### src/rtl/ntr_pkg.sv
// ntr_pkg: opcodes, state and source types shared by the NTR transfer controller
package ntr_pkg;
    localparam logic [7:0] OP_READ_DATA = 8'hB7;
    localparam logic [7:0] OP_CHIP_ID   = 8'h90;
    localparam logic [7:0] OP_CHIP_ID2  = 8'hB8;
    localparam logic [7:0] OP_DUMMY     = 8'h9F;
    typedef enum logic [2:0] {IDLE, DECODE, LOAD, STREAM, DONE} state_t;
    typedef enum logic [1:0] {MEM, ID, FILL} src_t;
    function automatic logic op_known(input logic [7:0] op);
        return op inside {OP_READ_DATA, OP_CHIP_ID, OP_CHIP_ID2, OP_DUMMY};
    endfunction
endpackage

### src/rtl/ntr_xfer_ctrl_if.sv
// ntr_xfer_ctrl_if: command, memory and serializer signals of the NTR transfer controller
interface ntr_xfer_ctrl_if;
    logic        cmd_valid;
    logic [63:0] cmd;
    logic        abort;
    logic        word_req;
    logic [31:0] word_addr;
    logic        word_ack;
    logic [31:0] word_in;
    logic [31:0] ser_word;
    logic        ser_en;
    logic        ser_req;
    logic        busy;
    logic        done;
    logic        err;
    modport slave (
        input  cmd_valid, cmd, abort, word_ack, word_in, ser_req,
        output word_req, word_addr, ser_word, ser_en, busy, done, err
    );
    modport master (
        output cmd_valid, cmd, abort, word_ack, word_in, ser_req,
        input  word_req, word_addr, ser_word, ser_en, busy, done, err
    );
endinterface

### src/rtl/ntr_word_fetch.sv
// ntr_word_fetch: memory req/ack engine with a one-word buffer and auto-incrementing address
module ntr_word_fetch (
    input  logic        clk,
    input  logic        rst_n,
    input  logic        i_load,
    input  logic [31:0] i_addr,
    input  logic        i_fetch,
    input  logic        i_take,
    input  logic        i_flush,
    input  logic        i_ack,
    input  logic [31:0] i_data,
    output logic        o_req,
    output logic [31:0] o_addr,
    output logic        o_avail,
    output logic [31:0] o_data
);
    logic        r_req;
    logic        r_buf_v;
    logic [31:0] r_buf;
    logic [31:0] r_addr;
    logic        w_hit;
    assign w_hit   = r_req && i_ack;
    assign o_req   = r_req;
    assign o_addr  = r_addr;
    // an ack in the same cycle as a take is forwarded straight through
    assign o_avail = r_buf_v || w_hit;
    assign o_data  = r_buf_v ? r_buf : i_data;
    always_ff @(posedge clk or negedge rst_n) begin
        if (!rst_n) begin
            r_req   <= 1'b0;
            r_buf_v <= 1'b0;
            r_buf   <= '0;
            r_addr  <= '0;
        end else begin
            r_req   <= !i_flush && (i_fetch || (r_req && !i_ack));
            r_buf_v <= !i_flush && !i_take && (r_buf_v || w_hit);
            r_buf   <= w_hit ? i_data : r_buf;
            r_addr  <= i_load ? i_addr : (w_hit && !i_flush) ? r_addr + 32'd4 : r_addr;
        end
    end
endmodule

### src/rtl/ntr_xfer_ctrl.sv
// ntr_xfer_ctrl: card-side NTR command decode, word source select and serializer sequencing
// Define NTR_XFER_PREFETCH_EN to prefetch the next memory word while the current one streams.
module ntr_xfer_ctrl
    import ntr_pkg::*;
#(
    parameter logic [31:0] CHIP_ID     = 32'hC2FF_01C0,
    parameter int          BLOCK_WORDS = 128,
    parameter int          DUMMY_WORDS = 2048
) (
    input logic             clk,
    input logic             rst_n,
    ntr_xfer_ctrl_if.slave  bus
);
    state_t      r_state;
    src_t        r_src;
    logic [39:0] r_cmd;
    logic [15:0] r_left;
    logic [31:0] r_ser_word;
    logic        r_ser_en;
    logic        r_done;
    logic        r_err;
    logic [7:0]  w_op;
    logic        w_mem;
    logic        w_last;
    logic        w_avail;
    logic        w_fetch;
    logic        w_take;
    logic [31:0] w_data;
    logic        w_unused;
    assign w_op     = r_cmd[39:32];
    assign w_mem    = r_src == MEM;
    assign w_last   = r_left == 16'd1;
    assign w_unused = ^{bus.cmd[23:0], r_cmd[1:0]};
`ifdef NTR_XFER_PREFETCH_EN
    assign w_fetch = (r_state == DECODE && w_op == OP_READ_DATA) ||
                     (w_mem && w_avail && ((r_state == LOAD && !w_last) ||
                                           (r_state == STREAM && bus.ser_req && r_left > 16'd2)));
    assign w_take  = w_mem && w_avail && (r_state == LOAD || (r_state == STREAM && bus.ser_req && !w_last));
`else
    assign w_fetch = (r_state == DECODE && w_op == OP_READ_DATA) ||
                     (w_mem && r_state == STREAM && bus.ser_req && !w_last);
    assign w_take  = w_mem && w_avail && r_state == LOAD;
`endif
    ntr_word_fetch u_fetch (
        .clk     (clk),
        .rst_n   (rst_n),
        .i_load  (r_state == DECODE),
        .i_addr  ({r_cmd[31:2], 2'b00}),
        .i_fetch (w_fetch),
        .i_take  (w_take),
        .i_flush (bus.abort),
        .i_ack   (bus.word_ack),
        .i_data  (bus.word_in),
        .o_req   (bus.word_req),
        .o_addr  (bus.word_addr),
        .o_avail (w_avail),
        .o_data  (w_data)
    );
    always_ff @(posedge clk or negedge rst_n) begin
        if (!rst_n) begin
            r_state    <= IDLE;
            r_src      <= MEM;
            r_cmd      <= '0;
            r_left     <= '0;
            r_ser_word <= '0;
            r_ser_en   <= 1'b0;
            r_done     <= 1'b0;
            r_err      <= 1'b0;
        end else if (bus.abort) begin
            r_state  <= IDLE;
            r_ser_en <= 1'b0;
            r_done   <= 1'b0;
            r_err    <= 1'b0;
        end else begin
            r_done <= 1'b0;
            r_err  <= 1'b0;
            case (r_state)
                IDLE: if (bus.cmd_valid) begin
                    r_cmd   <= bus.cmd[63:24];
                    r_err   <= !op_known(bus.cmd[63:56]);
                    r_state <= DECODE;
                end
                DECODE: begin
                    r_state <= op_known(w_op) ? LOAD : IDLE;
                    r_src   <= w_op == OP_READ_DATA ? MEM : w_op == OP_DUMMY ? FILL : ID;
                    r_left  <= w_op == OP_READ_DATA ? 16'(BLOCK_WORDS) :
                               w_op == OP_DUMMY ? 16'(DUMMY_WORDS) : 16'd1;
                end
                LOAD: if (!w_mem || w_avail) begin
                    r_ser_word <= w_mem ? w_data : r_src == ID ? CHIP_ID : 32'hFFFF_FFFF;
                    r_ser_en   <= 1'b1;
                    r_state    <= STREAM;
                end
                STREAM: if (bus.ser_req) begin
                    if (w_last) begin
                        r_ser_en <= 1'b0;
                        r_done   <= 1'b1;
                        r_state  <= DONE;
                    end else begin
                        r_left <= r_left - 16'd1;
`ifdef NTR_XFER_PREFETCH_EN
                        if (w_mem && !w_avail) begin
                            r_err    <= 1'b1;
                            r_ser_en <= 1'b0;
                            r_state  <= LOAD;
                        end else if (w_mem) begin
                            r_ser_word <= w_data;
                        end
`else
                        r_ser_en <= 1'b0;
                        r_state  <= LOAD;
`endif
                    end
                end
                DONE: r_state <= IDLE;
                default: r_state <= IDLE;
            endcase
        end
    end
    assign bus.ser_word = r_ser_word;
    assign bus.ser_en   = r_ser_en;
    assign bus.done     = r_done;
    assign bus.err      = r_err;
    assign bus.busy     = r_state != IDLE;
endmodule

### src/flat_wrapper.sv
// flat-port wrapper written by rule: the top's interface ports become plain ports
module ntr_xfer_ctrl_flat import ntr_pkg::*;
#(
    parameter logic [31:0] CHIP_ID     = 32'hC2FF_01C0,
    parameter int          BLOCK_WORDS = 128,
    parameter int          DUMMY_WORDS = 2048
)
  (clk, rst_n, bus_cmd_valid, bus_cmd, bus_abort, bus_word_ack, bus_word_in, bus_ser_req, bus_word_req, bus_word_addr, bus_ser_word, bus_ser_en, bus_busy, bus_done, bus_err);
  ntr_xfer_ctrl_if bus_i ();
  input logic clk;
  input logic rst_n;
  input wire logic [$bits(bus_i.cmd_valid)-1:0] bus_cmd_valid;
  input wire logic [$bits(bus_i.cmd)-1:0] bus_cmd;
  input wire logic [$bits(bus_i.abort)-1:0] bus_abort;
  input wire logic [$bits(bus_i.word_ack)-1:0] bus_word_ack;
  input wire logic [$bits(bus_i.word_in)-1:0] bus_word_in;
  input wire logic [$bits(bus_i.ser_req)-1:0] bus_ser_req;
  output wire logic [$bits(bus_i.word_req)-1:0] bus_word_req;
  output wire logic [$bits(bus_i.word_addr)-1:0] bus_word_addr;
  output wire logic [$bits(bus_i.ser_word)-1:0] bus_ser_word;
  output wire logic [$bits(bus_i.ser_en)-1:0] bus_ser_en;
  output wire logic [$bits(bus_i.busy)-1:0] bus_busy;
  output wire logic [$bits(bus_i.done)-1:0] bus_done;
  output wire logic [$bits(bus_i.err)-1:0] bus_err;
  assign bus_i.cmd_valid = bus_cmd_valid;
  assign bus_i.cmd = bus_cmd;
  assign bus_i.abort = bus_abort;
  assign bus_i.word_ack = bus_word_ack;
  assign bus_i.word_in = bus_word_in;
  assign bus_i.ser_req = bus_ser_req;
  assign bus_word_req = bus_i.word_req;
  assign bus_word_addr = bus_i.word_addr;
  assign bus_ser_word = bus_i.ser_word;
  assign bus_ser_en = bus_i.ser_en;
  assign bus_busy = bus_i.busy;
  assign bus_done = bus_i.done;
  assign bus_err = bus_i.err;
  ntr_xfer_ctrl #(.CHIP_ID(CHIP_ID), .BLOCK_WORDS(BLOCK_WORDS), .DUMMY_WORDS(DUMMY_WORDS)) u_core (.clk(clk), .rst_n(rst_n), .bus(bus_i));
endmodule
### config.mk
export PLATFORM = sky130hd
export DESIGN_NAME = ntr_xfer_ctrl_flat
export DESIGN_NICKNAME = d
export VERILOG_FILES = /design/src/rtl/ntr_pkg.sv /design/src/rtl/ntr_xfer_ctrl_if.sv /design/src/rtl/ntr_word_fetch.sv /design/src/rtl/ntr_xfer_ctrl.sv /design/src/flat_wrapper.sv
export SDC_FILE = /design/constraint.sdc
export NUM_CORES = 1
export LEC_CHECK = 0
export CORE_UTILIZATION = 35
export CTS_CLUSTER_SIZE = 16
export DETAILED_ROUTE_END_ITERATION = 10
export GPL_ROUTABILITY_DRIVEN = 0
export PLACE_DENSITY_LB_ADDON = 0.12
export SLEW_MARGIN = 25
export SYNTH_ARGS = -nofsm -noshare
export SYNTH_HDL_FRONTEND = slang
export SYNTH_SLANG_ARGS = --single-unit
export TNS_END_PERCENT = 20
### constraint.sdc
create_clock -name clk -period 4.2 [get_ports clk]
set_input_delay 0.42 -clock clk [delete_from_list [all_inputs] [get_ports clk]]
set_output_delay 0.42 -clock clk [all_outputs]
set_load 0.005 [all_outputs]
==> run summary, run 1 <==
First drt pass iteration count - 4
Fin. Hold Viols - 0
Yosys Warn Count - 0
Global route overflow - 0
PortBufs - 142
Initial Util - 36.10%
Core utilization of the finished layout - 47.45%
CP top delay family - simple AND/OR/NAND/NOR gates
Final #Nets - 931
Ys flop type - dfrtp_1
Antenna violation net count after detailed routing - 0
Placement Setup Slack - 1.402 ns
# Max-Cap Violations - 0
First-pass GRT wire length - 29.61 mm
Critical Path Sink Type - flip-flop
Synthesized area per cell - 10.69 µm²
Fraction of layout cells with a size suffix above 1 - 14.56%
I/O pin count - 171
Post-synth EDFFs - 0
Worst Hold Class - input port to asynchronous set/reset pin
Chip height - 147.2 µm
CTS tree - built
Post-synth top area cell - dfrtp_1
Setup Viol. Count Final - 0
PwrDens - 430.4 nW/µm²
Via count - 5659
CP peak stage delay - 0.55 ns
Fin. max-slew vios - 0
DP Wirelength - 12.10 mm
Placed cell area - 9082 µm²
Skew-Pair Late Insertion Delay - 0.42 ns
Remaining DRCs - 0
Post_cts resized - 0
Status - finished, final reports clean
All-Layer GR Usage - 17.25%
Drt wl/cell - 15.95 µm
Register bit total from synthesis - 158
RSZ-0062 raised after global routing - false
Worst-path cell chain - or3b_1 > or2_4 > or4_1 > or3_1 > a21oi_1
Die width - 147.2 µm
Cell variety after synth - 48
Core area - 20430 µm²
Instance count on the critical path - 5
Vias per Instance - 5.103
Relative slew slack - 39.06%
Area share of the largest cell type after synthesis - 53.61%
RR Endpoint - u_core.r_left[9]$_DFFE_PN0P_
Minimum clock period after layout - 2.402 ns
Filler cell count - 1925
Vias in the first global route - 5719
Final worst setup slack - 1.798 ns
Initial drt markers - 254
Post-cts hold buffer count - 0
R2r worst-path depth - 5
WP buf/inv - 0
Worst-path fanout max - 13
Root buffer cell - clkbuf_16
Top cells by area, synth - dfrtp_1 54%, mux2_2 11%, nor2_1 5.1%
Syn Inst Count - 690
R2r startpoint - u_core.r_state[0]$_DFFE_PN0P_
Seq/Total Area, Yosys - 53.61%
Clock Path Buffers - 2
Final WL - 17.69 mm
Final Cycle Share - 57.19%
Post CTS Setup Buffer Count - 0
Antenna violations before repair - 1
CTS Buf Count - 17
Leak - 4.023 nW
Slew @ Worst Pin - 0.9108 ns
Post-synthesis instance area - 7375 µm²
Final instance area - 9694 µm²
Largest net degree at the start of global routing - 98
H-Tree Depth - 4
Crit Path Category - flip-flop to flip-flop
VDD IR max - 275.1 µV
Worst EP required - 4.53 ns
Ys async rst share - 100.0%
Sink Count - 158
Die ar. - 21650 µm²
Worst Hold Margin - 0.1003 ns
Area Growth Syn to Fin - 31.46%
Clock Skew - 0.01030 ns
CP max-delay cell - dfrtp_1
Rows - 52
Setup crit start kind - flip-flop
FMAX - 416.3 MHz
Clk slew on worst S/H paths - 0.06 ns
Setup TNS - 0 ns
R2R Setup Slk - 1.80 ns
Worst EP arrival - 2.73 ns
[routing by layer]
| layer | GRT usage [%] | routed length, µm | vias up |
|---|---|---|---|
| met1 | 23.29 | 8286 | 2775 |
| met2 | 26.98 | 8165 | 144 |
| met5 | 0 | 0 | - |
| met3 | 4.720 | 1041 | 15 |
| met4 | 5.103 | 197 | 0 |
| li1 | - | - | 2725 |
[state kept, by name (all words and copies together), names as in the netlist]
| name | cells |
|---|---|
| u_core.r_cmd | 38 |
| u_core.bus.ser_word | 32 |
| u_core.u_fetch.r_buf | 32 |
| u_core.u_fetch.o_addr | 30 |
| u_core.r_left | 16 |
| u_core.r_state | 3 |
| u_core.r_src | 2 |
| u_core.bus.done | 1 |
| u_core.bus.err | 1 |
| u_core.bus.ser_en | 1 |
| u_core.u_fetch.o_req | 1 |
| u_core.u_fetch.r_buf_v | 1 |
[synthesized netlist by cell type (12+ instances only)]
| library cell | n |
|---|---|
| a21oi_1 | 32 |
| a31oi_1 | 19 |
| clkbuf_1 | 29 |
| dfrtp_1 | 158 |
| mux2_2 | 71 |
| mux2i_1 | 34 |
| nand2_1 | 44 |
| nand3_1 | 27 |
| nand4_1 | 12 |
| nor2_1 | 101 |
| o21ai_0 | 36 |
| or3_1 | 13 |
| xor2_1 | 25 |
[layout make-up]
cell class	instances	area (µm²)	share of cell area, %
inverters	4	15.01	0.1549
repair buffers	153	1505	15.53
well taps	270	337.8	3.485
diodes	1	2.502	0.02581
clock buffers	21	460.4	4.750
multi-input cells	492	3281	33.84
clock inverters	10	137.6	1.420
flip-flops and latches	158	3955	40.80
[how the worst max path moves through the flow]
stage,from,endpoint,slack [ns]
floorplan,u_core.r_state[2]$_DFFE_PN0P_,u_core.r_left[9]$_DFFE_PN0P_,2.00
global placement,bus_abort,u_core.r_left[9]$_DFFE_PN0P_,1.41
detailed placement,bus_abort,u_core.r_left[9]$_DFFE_PN0P_,1.40
CTS,u_core.r_src[1]$_DFFE_PN0P_,u_core.bus.ser_word[6]$_DFFE_PN0P_,1.81
global route,u_core.r_src[1]$_DFFE_PN0P_,u_core.bus.ser_word[17]$_DFFE_PN0P_,1.56
finish,u_core.r_state[0]$_DFFE_PN0P_,u_core.r_left[9]$_DFFE_PN0P_,1.80
[cell families after synthesis]
| logic type | count (synthesis) | share of synthesized area [%] |
|---|---|---|
| adders and majority gates | 3 | 0.5090 |
| and+or+nand+nor | 251 | 16.71 |
| DFF | 158 | 53.61 |
| xor gates and xnor gates | 31 | 3.682 |
| buffers and inverters | 41 | 2.307 |
| other | 1 | 0.05085 |
| AOI/OAI and AO/OA | 100 | 7.669 |
| muxes | 105 | 15.46 |
[stage by stage]
step                      power, W  instances
after floorplan           0.002233        691
after global placement    0.002613       1077
after detailed placement  0.002632       1077
after CTS                 0.004226       1108
after global routing      0.004399       1108
final                     0.004172       1109
[cell usage in the layout, fill, tap and decap left out, drive strengths merged, types with 3 or more instances in the layout]
cell type | netlist | layout
and4 | 3 | 3
clkbuf | 29 | 21
o21ai | 36 | 36
dfrtp | 158 | 158
bufinv | 0 | 3
mux2 | 71 | 71
inv | 4 | 5
nand3 | 27 | 27
a31oi | 19 | 19
ha | 3 | 3
a211oi | 3 | 3
nand2 | 44 | 44
nor2 | 101 | 101
buf | 8 | 12
nand3b | 5 | 5
a21oi | 32 | 32
and3 | 5 | 5
xor2 | 25 | 25
or3 | 13 | 13
xnor2 | 6 | 6
nor4 | 6 | 6
or4 | 3 | 3
nor3 | 10 | 10
nand4b | 5 | 5
nor3b | 3 | 3
mux2i | 34 | 34
nand4 | 12 | 12
clkdlybuf4s50 | 0 | 141
clkinv | 0 | 4
[report_power, final]
group	internal (W)	leakage, nW	switching (W)
Sequential	0.00171	2.05	0.000183
Combinational	0.000404	1.68	0.000309
Clock	0.000964	0.289	0.000606
Total	0.00307	4.02	0.00110
Power figures use the tool's default switching activity.
==> inputs of run 2 (changes only) <==
==> constraint.sdc (replaced) <==
create_clock -name clk -period 2.4 [get_ports clk]
set_input_delay 0.24 -clock clk [delete_from_list [all_inputs] [get_ports clk]]
set_output_delay 0.24 -clock clk [all_outputs]
set_load 0.005 [all_outputs]
==> run 2 against run 1 <==
Net effect: global-route usage up 0.28 points; hold slack better by 0.28 ns; largest power group unchanged; die area unchanged; clock-buffer cell count down 2; non-clock buffer count up 24; cell count up 2.0%; power up 79%; sequential share of layout area down 0.93 points; clock skew up 0.00096 ns.
==> run summary, run 2 (synthesis gave the netlist of run 1 again) <==
Status - finished, final reports clean
Post CTS Setup Buffer Count - 0
WP buf/inv - 1
Fraction of layout cells with a size suffix above 1 - 16.74%
Storage element area - 3955 µm²
Number of flip-flops in the largest register - 38
Minimum clock period after layout - 2.165 ns
Largest net degree at the start of global routing - 65
FMAX - 461.9 MHz
Initial Util - 36.10%
CTS Buf Count - 17
Vias per Instance - 5.136
Area Growth Syn to Fin - 34.53%
Layout Cells excl Fill - 1131
Drt wl/cell - 16.32 µm
Placed cell area - 9293 µm²
Critical Path Sink Type - flip-flop
Multi-input logic area - 3269 µm²
H-Tree Depth - 4
Worst-path cell chain - or4_1 > nor3_1 > and4b_1 > buf_4 > nor3_1 > o21a_1
RR Endpoint - u_core.r_left[2]$_DFFE_PN0P_
Slew @ Worst Pin - 0.6024 ns
All-Layer GR Usage - 17.53%
Setup Viol. Count Final - 0
RSZ-0062 raised after global routing - false
Clock Path Buffers - 2
Sw Pwr - 0.001950 W
First drt pass iteration count - 5
CP max-delay cell - or4_1
Initial drt markers - 263
First-pass GRT wire length - 29.78 mm
Commonest non-fill, non-tap cell in the layout - dfrtp_1
Antenna violations before repair - 1
PortBufs - 142
CP peak stage delay - 0.56 ns
Most frequent CP cell - nor3_1
CTS tree - built
Worst Hold Class - input port to asynchronous set/reset pin
Worst EP arrival - 2.47 ns
Die ar. - 21650 µm²
R2r worst-path depth - 6
Post_cts resized - 0
Crit Path Category - flip-flop to flip-flop
Clk slew on worst S/H paths - 0.06 ns
Fin. Hold Viols - 0
Setup crit start kind - flip-flop
Relative slew slack - 59.84%
Vias in the first global route - 5830
Skew-Pair Late Insertion Delay - 0.42 ns
VDD IR max - 405.7 µV
Worst-path fanout max - 10
Remaining DRCs - 0
Clock power frac - 38.1%
CP Launch Point - u_core.r_left[10]$_DFFE_PN0P_
P_int - 0.005513 W
Fin. max-slew vios - 0
Top reg by flops - u_core.r_cmd
I/O pin count - 171
Sink Count - 158
Post-cts hold buffer count - 1
Flop pwr share - 44.0%
Final total power - 0.007463 W
DP Wirelength - 12.90 mm
Core area - 20430 µm²
Final Cycle Share - 90.21%
Leak - 4.167 nW
Final WL - 18.46 mm
PwrDens - 752.3 nW/µm²
Sw frac - 26.13%
Setup TNS - 0 ns
Via count - 5809
Final #Nets - 955
CP top delay family - simple AND/OR/NAND/NOR gates
Most frequent cells in the layout - 157 x dfrtp_1, 141 x clkdlybuf4s50_1, 100 x nor2_1, 71 x mux2_2, 43 x nand2_1
Global route overflow - 0
Combinational share of power - 17.9%
# Max-Cap Violations - 0
Final instance area - 9921 µm²
Post-Place Cells - 1100
R2r startpoint - u_core.r_left[10]$_DFFE_PN0P_
Die width - 147.2 µm
Rows - 52
Worst EP required - 2.70 ns
Filler cell count - 1884
Worst Hold Margin - 0.3757 ns
Clock Skew - 0.01126 ns
Root buffer cell - clkbuf_16
R2R Setup Slk - 0.24 ns
Antenna violation net count after detailed routing - 0
Chip height - 147.2 µm
run 2: cell types whose count changed in the layout (fill, tap and decap cells not counted), sizes merged:
| cell | delta |
|---|---|
| buf | +23 |
| clkbuf | -2 |
| bufinv | +1 |
| clkinv | -1 |
| dlygate4sd3 | +1 |
run 2: cell type report:
cell class | instances | area share [%]
multi-input cells | 492 | 32.96
diodes | 1 | 0.02522
clock inverters | 10 | 1.640
inverters | 4 | 0.1513
clock buffers | 19 | 4.566
repair buffers | 177 | 17.39
well taps | 270 | 3.405
flip-flops and latches | 158 | 39.87
run 2: metal layers:
layer	GRT usage, %	wire length, µm	up-vias
met5	0	0	-
met4	4.639	232	0
met3	5.932	1115	18
met2	28.18	8723	155
met1	22.50	8386	2868
li1	-	-	2768
run 2: power by group through the flow:
| stage | clock network [W] | logic [W] | registers [W] |
|---|---|---|---|
| detailed placement | 0 | 0.00134 | 0.00333 |
| floorplan | 0 | 0.000643 | 0.00327 |
| CTS | 0.00292 | 0.00135 | 0.00329 |
| global route | 0.00304 | 0.00148 | 0.00334 |
| finish | 0.00284 | 0.00133 | 0.00329 |
| global placement | 0 | 0.00131 | 0.00331 |
run 2: worst reg2reg max path, cell delays in order (launching register included):
cell and delay [ns]:
dfrtp_1 0.41, or4_1 0.56, nor3_1 0.30, and4b_1 0.36, buf_4 0.19, nor3_1 0.06
o21a_1 0.17
run 2: how the worst max path moves through the flow:
stage | cells past startpoint | end | slack, ns
floorplan | 7 | u_core.r_left[9]$_DFFE_PN0P_ | 0.20
global placement | 6 | u_core.r_left[9]$_DFFE_PN0P_ | 0.06
detailed placement | 6 | u_core.u_fetch.o_addr[21]$_DFFE_PN0P_ | 0.05
CTS | 6 | u_core.r_left[2]$_DFFE_PN0P_ | 0.27
global route | 6 | u_core.r_left[2]$_DFFE_PN0P_ | 0.07
finish | 6 | u_core.r_left[2]$_DFFE_PN0P_ | 0.24
run 2: stage by stage:
step / utilization (%) / setup slack (ns)
final: 48.56 / 0.2350
after detailed placement: 45.49 / 0.05075
after CTS: 48.55 / 0.2657
after global placement: 45.49 / 0.05989
after floorplan: - / 0.1957
after global routing: 48.56 / 0.06783
